==> config.mk <==
export PLATFORM = sky130hd
export DESIGN_NAME = irq_sequencer
export DESIGN_NICKNAME = d
export VERILOG_FILES = /design/src/rtl/irq_pkg.sv /design/src/rtl/irq_prio_enc.sv /design/src/rtl/irq_sequencer.sv
export SDC_FILE = /design/constraint.sdc
export NUM_CORES = 1
export LEC_CHECK = 0
export ABC_AREA = 1
export BUFFER_PORTS_ARGS = -buffer_cell sky130_fd_sc_hd__buf_2
export CAP_MARGIN = 20
export CORE_MARGIN = 8
export CORE_UTILIZATION = 30
export CTS_BUF_LIST = sky130_fd_sc_hd__clkbuf_16
export CTS_CLUSTER_SIZE = 10
export DETAILED_ROUTE_END_ITERATION = 10
export GPL_TIMING_DRIVEN = 0
export PLACE_DENSITY = 0.53
export REMOVE_ABC_BUFFERS = 1
export SLEW_MARGIN = 20
export SYNTH_ARGS = -nofsm -noshare
export SYNTH_HDL_FRONTEND = slang
export SYNTH_HIERARCHICAL = 1
export SYNTH_SLANG_ARGS = --single-unit
==> constraint.sdc <==
create_clock -name clk -period 1.05 [get_ports clk]
set_input_delay 0.105 -clock clk [delete_from_list [all_inputs] [get_ports clk]]
set_output_delay 0.105 -clock clk [all_outputs]
set_load 0.01 [all_outputs]
==> src/rtl/irq_pkg.sv <==
// rtl/irq_pkg.sv - shared constants and state encoding for the interrupt sequencer
package irq_pkg;

  localparam int NUM_IRQ = 3;

  typedef enum logic [1:0] {
    IRQ_IDLE    = 2'd0,
    IRQ_ARM     = 2'd1,
    IRQ_ISSUE   = 2'd2,
    IRQ_SERVICE = 2'd3
  } irqState_t;

endpackage

==> src/rtl/irq_prio_enc.sv <==
// rtl/irq_prio_enc.sv - lowest-bit-first one-hot priority selector
module irq_prio_enc #(
  parameter int WIDTH = irq_pkg::NUM_IRQ
) (
  input  logic [WIDTH-1:0] req,
  output logic [WIDTH-1:0] sel
);

  logic found;

  // Walk from bit 0 upward and keep only the first request seen.
  always_comb begin
    sel   = '0;
    found = 1'b0;
    for (int i = 0; i < WIDTH; i++) begin
      if (req[i] && !found) begin
        sel[i] = 1'b1;
        found  = 1'b1;
      end
    end
  end

endmodule

==> src/rtl/irq_sequencer.sv <==
// rtl/irq_sequencer.sv - edge-latching interrupt sequencer feeding CP0 interruptSignal
module irq_sequencer #(
  parameter int NUM_IRQ = irq_pkg::NUM_IRQ
) (
  input  logic               clk,
  input  logic               rst,
  input  logic [NUM_IRQ-1:0] irq_in,
  input  logic [NUM_IRQ-1:0] irq_mask,
  input  logic               global_ie,
  input  logic               id_stall,
  input  logic               id_branch,
  input  logic               sync_exc,
  input  logic               exceptClear,
  output logic [NUM_IRQ-1:0] interruptSignal,
  output logic [NUM_IRQ-1:0] irq_pending,
  output logic               irq_busy
);

  import irq_pkg::*;

  irqState_t          state;
  logic [NUM_IRQ-1:0] irqQ;
  logic [NUM_IRQ-1:0] pend;
  logic [NUM_IRQ-1:0] gnt;
  logic [NUM_IRQ-1:0] intSig;
  logic               busy;

  logic [NUM_IRQ-1:0] rise;
  logic [NUM_IRQ-1:0] enableMask;
  logic [NUM_IRQ-1:0] elig;
  logic [NUM_IRQ-1:0] eligNow;
  logic [NUM_IRQ-1:0] sel;
  logic [NUM_IRQ-1:0] clr;
  logic               safeSlot;

  assign rise       = irq_in & ~irqQ;
  assign enableMask = irq_mask & {NUM_IRQ{global_ie}};
  assign elig       = pend & enableMask;
  // IDLE also looks at this cycle's edges so an edge can arm on the very next cycle.
  assign eligNow    = (pend | rise) & enableMask;
  assign safeSlot   = ~id_stall & ~id_branch & ~sync_exc;
  assign clr        = (state == IRQ_ISSUE) ? gnt : '0;

  irq_prio_enc #(.WIDTH(NUM_IRQ)) uPrioEnc (
    .req (elig),
    .sel (sel)
  );

  // Edge capture and pending latch; a new edge wins over the issue-cycle clear.
  always_ff @(posedge clk) begin
    if (rst) begin
      irqQ <= '0;
      pend <= '0;
    end else begin
      irqQ <= irq_in;
      pend <= (pend & ~clr) | rise;
    end
  end

  // Sequencing FSM with registered request, grant and busy outputs.
  always_ff @(posedge clk) begin
    if (rst) begin
      state  <= IRQ_IDLE;
      gnt    <= '0;
      intSig <= '0;
      busy   <= 1'b0;
    end else begin
      intSig <= '0;
      case (state)
        IRQ_IDLE: begin
          if (eligNow != '0) begin
            state <= IRQ_ARM;
            busy  <= 1'b1;
          end
        end
        IRQ_ARM: begin
          if (elig == '0) begin
            state <= IRQ_IDLE;
            busy  <= 1'b0;
          end else if (safeSlot) begin
            state  <= IRQ_ISSUE;
            gnt    <= sel;
            intSig <= sel;
          end
        end
        IRQ_ISSUE: begin
          state <= IRQ_SERVICE;
        end
        IRQ_SERVICE: begin
          if (exceptClear) begin
            state <= IRQ_IDLE;
            busy  <= 1'b0;
          end
        end
        default: begin
          state <= IRQ_IDLE;
          busy  <= 1'b0;
        end
      endcase
    end
  end

  assign interruptSignal = intSig;
  assign irq_pending     = pend;
  assign irq_busy        = busy;

endmodule

; Word level (Yosys, flattened, before mapping)
; Index checks and enable logic that the tools add are counted.
[op_classes]
eq_ne = 7
n_mux = 14
n_bitwise = 17
n_reduce_logical = 12
[ops]
columns = operator, n
row1 = $and 3x3->3, 5
row2 = $mux 2, 4
row3 = $pmux 2 s4, 1
row4 = $mux 1, 7
row5 = $ne 2x2->1 const B, 3
row6 = $not 1->1, 6
row7 = $not 3->3, 2
row8 = $or 3x3->3, 2
row9 = $reduce_and 3->1, 2
row10 = $reduce_bool 3->1, 2
row11 = $eq 2x2->1 const B, 2
row12 = $reduce_and 4->1, 1
row13 = $reduce_or 4->1, 1
row14 = $logic_not 3->1, 1
row15 = $mux 3, 1
row16 = $ne 3x3->1 const B, 1
row17 = $pmux 1 s3, 1
row18 = $and 1x1->1, 2
row19 = $eq 2x1->1 const B, 1
row20 = $logic_and 1x1->1, 2
row21 = $logic_not 1->1, 2
row22 = $logic_not 2->1, 1
[totals]
ff_bits = 15
output_inout_bits = 7
elab_cells = 56

; Logic depth before layout (Yosys ltp)
[logic_depth]
depth_word = 9
ltp_mapped = 8
ltp_nobuf = 8

; Hierarchy
; The synthesis kept the hierarchy.
[modules_own_cells]
columns = module, instances, cells_each, area_each_um2, seq_area_each_um2
row1 = irq_sequencer, 1, 98, 684.4, 300.3
row2 = irq_prio_enc, 1, 5, 27.5, 0.0

; Worst setup path before layout
; Ideal clock, no wire load.
[synth_path]
kind = register to register
from = reg pend[0], in the netlist irq_pending[0]
to = reg gnt[0]
setup_time_ps = 120
arrival_ps = 970
t_required_ps = 930
setup_slack_ps = -40
path_stages_with_launch = 8
n_path_buf = 0
synth_period_minus_slack_ps = 1090
path_cell_list = dfxtp_1 -> nand3_1 -> nand3_2 -> nand2_2 -> nor2_4 -> inv_1 -> nand2_1 -> o22ai_1
[synth_via]
elab_chain_cells = 4
[synth_rtl]
columns = item, line_no
row1 = from (decl), irq_sequencer.sv:23  ; logic [NUM_IRQ-1:0] pend;
row2 = from (signal assigned), irq_sequencer.sv:56  ; pend <= (pend & ~clr) | rise;
row3 = $and 3x3->3 *, irq_sequencer.sv:38  ; assign elig = pend & enableMask;
row4 = $logic_not 3->1, irq_sequencer.sv:77  ; if (elig == '0) begin
row5 = $not 1->1 (no source line), -
row6 = $reduce_and 3->1 (no source line), -
row7 = to (signal assigned), irq_sequencer.sv:82  ; gnt <= sel;
row8 = to (decl), irq_sequencer.sv:24  ; logic [NUM_IRQ-1:0] gnt;
; Every way passes the cells marked *; elsewhere a longest branch is shown, timed or not.
; A chain may end at the register's enable or synchronous reset.

; Final worst setup path
[layout_path]
from = reg state[0]
to = reg gnt[1]
[layout_via]
elab_chain_cells = 2
[layout_rtl]
columns = item, line_no
row1 = from (decl), irq_sequencer.sv:21  ; irqState_t state;
row2 = from (signal assigned), irq_sequencer.sv:63  ; state <= IRQ_IDLE;
row3 = from (signal assigned), irq_sequencer.sv:72  ; state <= IRQ_ARM;
row4 = from (signal assigned), irq_sequencer.sv:78  ; state <= IRQ_IDLE;
row5 = $eq 2x1->1, irq_sequencer.sv:69  ; case (state)
row6 = $reduce_and 3->1 (no source line), -
; Every way passes these cells.

==> impl_results.md <==
* Mapped cell area at 712 sq um
* Top Metal Used: met4
* Critical Path AT at 1190 ps
* Antenna cells at 0
* Remaining DRCs at 0
* Die ar. at 0.00419 sq mm
* Wire length on met3 at 110 um
* # port buffers at 19
* Total track usage at 7.95%
* Internal power at 1.19 mW
* Initial antenna violation count at 0
* GRT Residual Overflow at 0
* Routed len/inst at 10.6 um
* Synth Register Bits at 15
* Die H at 64.7 um
* Final Max Tran Viols at 0
* Switching Power at 0.367 mW
* Worst rel slew slack at 86.4%
* Synth warn at 6
* Die X at 64.7 um
* Cells after Synth at 103
* Clock Pin Slew Worst Setup and Hold Paths at 50 ps
* Met2 routed WL at 771 um
* Setup Viol. Count Final at 4
* Leakage at 0.489 nW
* Slew of the pin with the lowest slew margin at 204 ps
* Core Area at 0.00223 sq mm
* Antenna Nets Post-Route at 0
* CTS Buffer Depth at 2
* Clock share of power at 46.9%
* Post-Route M1 WL at 703 um
* Final WL at 1610 um
* Initial DRC Count at 5
* Most frequent cells in the layout: inv_1 (25), buf_2 (19), nand2_1 (12)
* Synthesis-to-finish area growth at 41.5%
* # fillers at 250
* Seq pwr share at 39.8%
* Comb power frac at 13.3%
* WP data required at 1180 ps
* First-pass GRT wire length at 2690 um
* Run status: finished, violations left
* RSZ-0062 raised after global routing: yes
* Synth cell types at 18
* Startpoint Class: register
* Final Wtd Congestion at 0.825
* Post-detail-place hpwl at 1220 um
* Minimum clock period at 1060 ps
* Maximum clock rate at 942 MHz
* Worst skew pair latency at 240 ps
* Tcrit/Tclk final at 101%
* Drt pass-1 iters at 3
* Num ports at 20
* Clock sink count at 15
* Footprint of the multi-input gates at 380 sq um
* Initial Utilization at 31.9%
* Largest net degree at the start of global routing at 10
* Total power at 1.56 mW
* Switch share at 23.6%
* Std-Cell Rows at 17
* Commonest non-fill, non-tap cell in the layout: inv_1
* Layout cells sized above 1 at 44.4%
* Hold_buf cts at 0
* CP Class: register to register
* Vias in the first global route at 662
* Synth top area share at 42.2%
* Final Skew at 1.21 ps
* Post-synthesis sequential area ratio at 42.2%
* Post-Place Cell Area at 831 sq um
* Hold Crit Class: input port to register
* Syn_area_per_cell at 6.91 sq um
* Via/cell ratio at 4.32
* Reg area at 315 sq um
* Power density cells at 1550 mW/mm^2
* Final nets at 138
* Ranking of synthesized cells by area: dfxtp_1 (42%), inv_1 (14%), nand2_1 (8.4%)
* Final design area excluding fillers at 0.00101 sq mm
* Max-Cap Viols at 0
* Hold Violations, Final at 0
* TritonCTS clock tree: done
* Crit-path max FO at 5
* Clock root buffer master: clkbuf_16
* Setup slack after placement at -101 ps
* Failing checks: negative setup slack
* Number of vias in the routed layout at 657
* Setup WS post-layout at -12.1 ps
* H-tree depth at 1
* Peak VDD IR at 0.714 mV
* Yosys top cell by area: dfxtp_1
* CTS buffer count at 3
* Setup crit end kind: register
[layout make-up]
type                            instances  area share, %
Tap cell                               28           3.48
Sequential cell                        15           31.3
Clock buffer                            3           7.45
Multi-Input combinational cell         59           37.8
Clock inverter                          1          0.497
Inverter                               27           10.1
Timing Repair Buffer                   19           9.44
[power by group through the flow]
stage / clock network (mW) / registers, mW / logic (mW)
2_1_floorplan: 0 / 0.629 / 0.107
6_report: 0.729 / 0.620 / 0.207
3_3_place_gp: 0 / 0.624 / 0.175
4_1_cts: 0.741 / 0.617 / 0.185
5_1_grt: 0.768 / 0.624 / 0.231
3_5_place_dp: 0 / 0.624 / 0.178
[per-stage QoR]
step / instances / utilization (%) / hold slack (ps) / TNS (ps)
detailed placement: 148 / 37.2 / 327 / -359
global route: 152 / 45.1 / 91.4 / -300
CTS: 152 / 42.2 / 77.6 / -138
finish: 152 / 45.1 / 76.9 / -29.0
floorplan: 101 / - / 174 / -119
global placement: 148 / 37.2 / 325 / -291
[layer usage]
| metal | vias to the layer above | GRT usage (%) |
|---|---|---|
| met1 | 286 | 8.83 |
| met4 | 0 | 4.90 |
| met5 | - | 0 |
| li1 | 352 | - |
| met3 | 4 | 3.44 |
| met2 | 15 | 12.3 |
[repair_timing]
action	4_1_cts	5_1_grt
endpoints found under the setup margin	6	10
gates resized for setup	12	20
buffers inserted	0	0
pin swaps	3	4
[cells in the mapped netlist (all sizes together)]
cell    count
o21ai       4
inv        27
o22ai       3
nand3       8
buf         1
a21oi       8
clkbuf      1
nand4       1
nor2       15
nand2      19
dfxtp      15
or3         1
[registers in the layout, summed over array words and instances (netlist names), named ones only]
signal	cells
irq_busy	1
gnt	3
irqQ	3
state	1
interruptSignal	3
irq_pending	3
[worst max-delay path, cell delays in order, from the launching register on]
cell and delay (ps):
dfxtp_4 370, inv_1 80, nor2_4 100, nand2_2 70, nor2_4 120, inv_2 70, nand2_4 80, o22ai_2 60
[logic make-up (layout without fill, tap and decap cells)]
| kind of cell | Yosys count | after routing | synth area share (%) |
|---|---|---|---|
| simple gates | 44 | 44 | 30.9 |
| flops | 15 | 15 | 42.2 |
| buf+inv | 29 | 50 | 15.8 |
| compound gates | 15 | 15 | 11.1 |
[path summary, 6_finish.rpt]
path         startpoint  endpoint  slack, ps  depth (start not counted)
min reg2reg    irq_busy  irq_busy        460                          2
max reg2reg    state[0]    gnt[1]        -10                          7
min           irq_in[1]   irqQ[1]         80                          3
max            state[0]    gnt[1]        -10                          7
No activity file was read; power rests on OpenSTA's default activity.
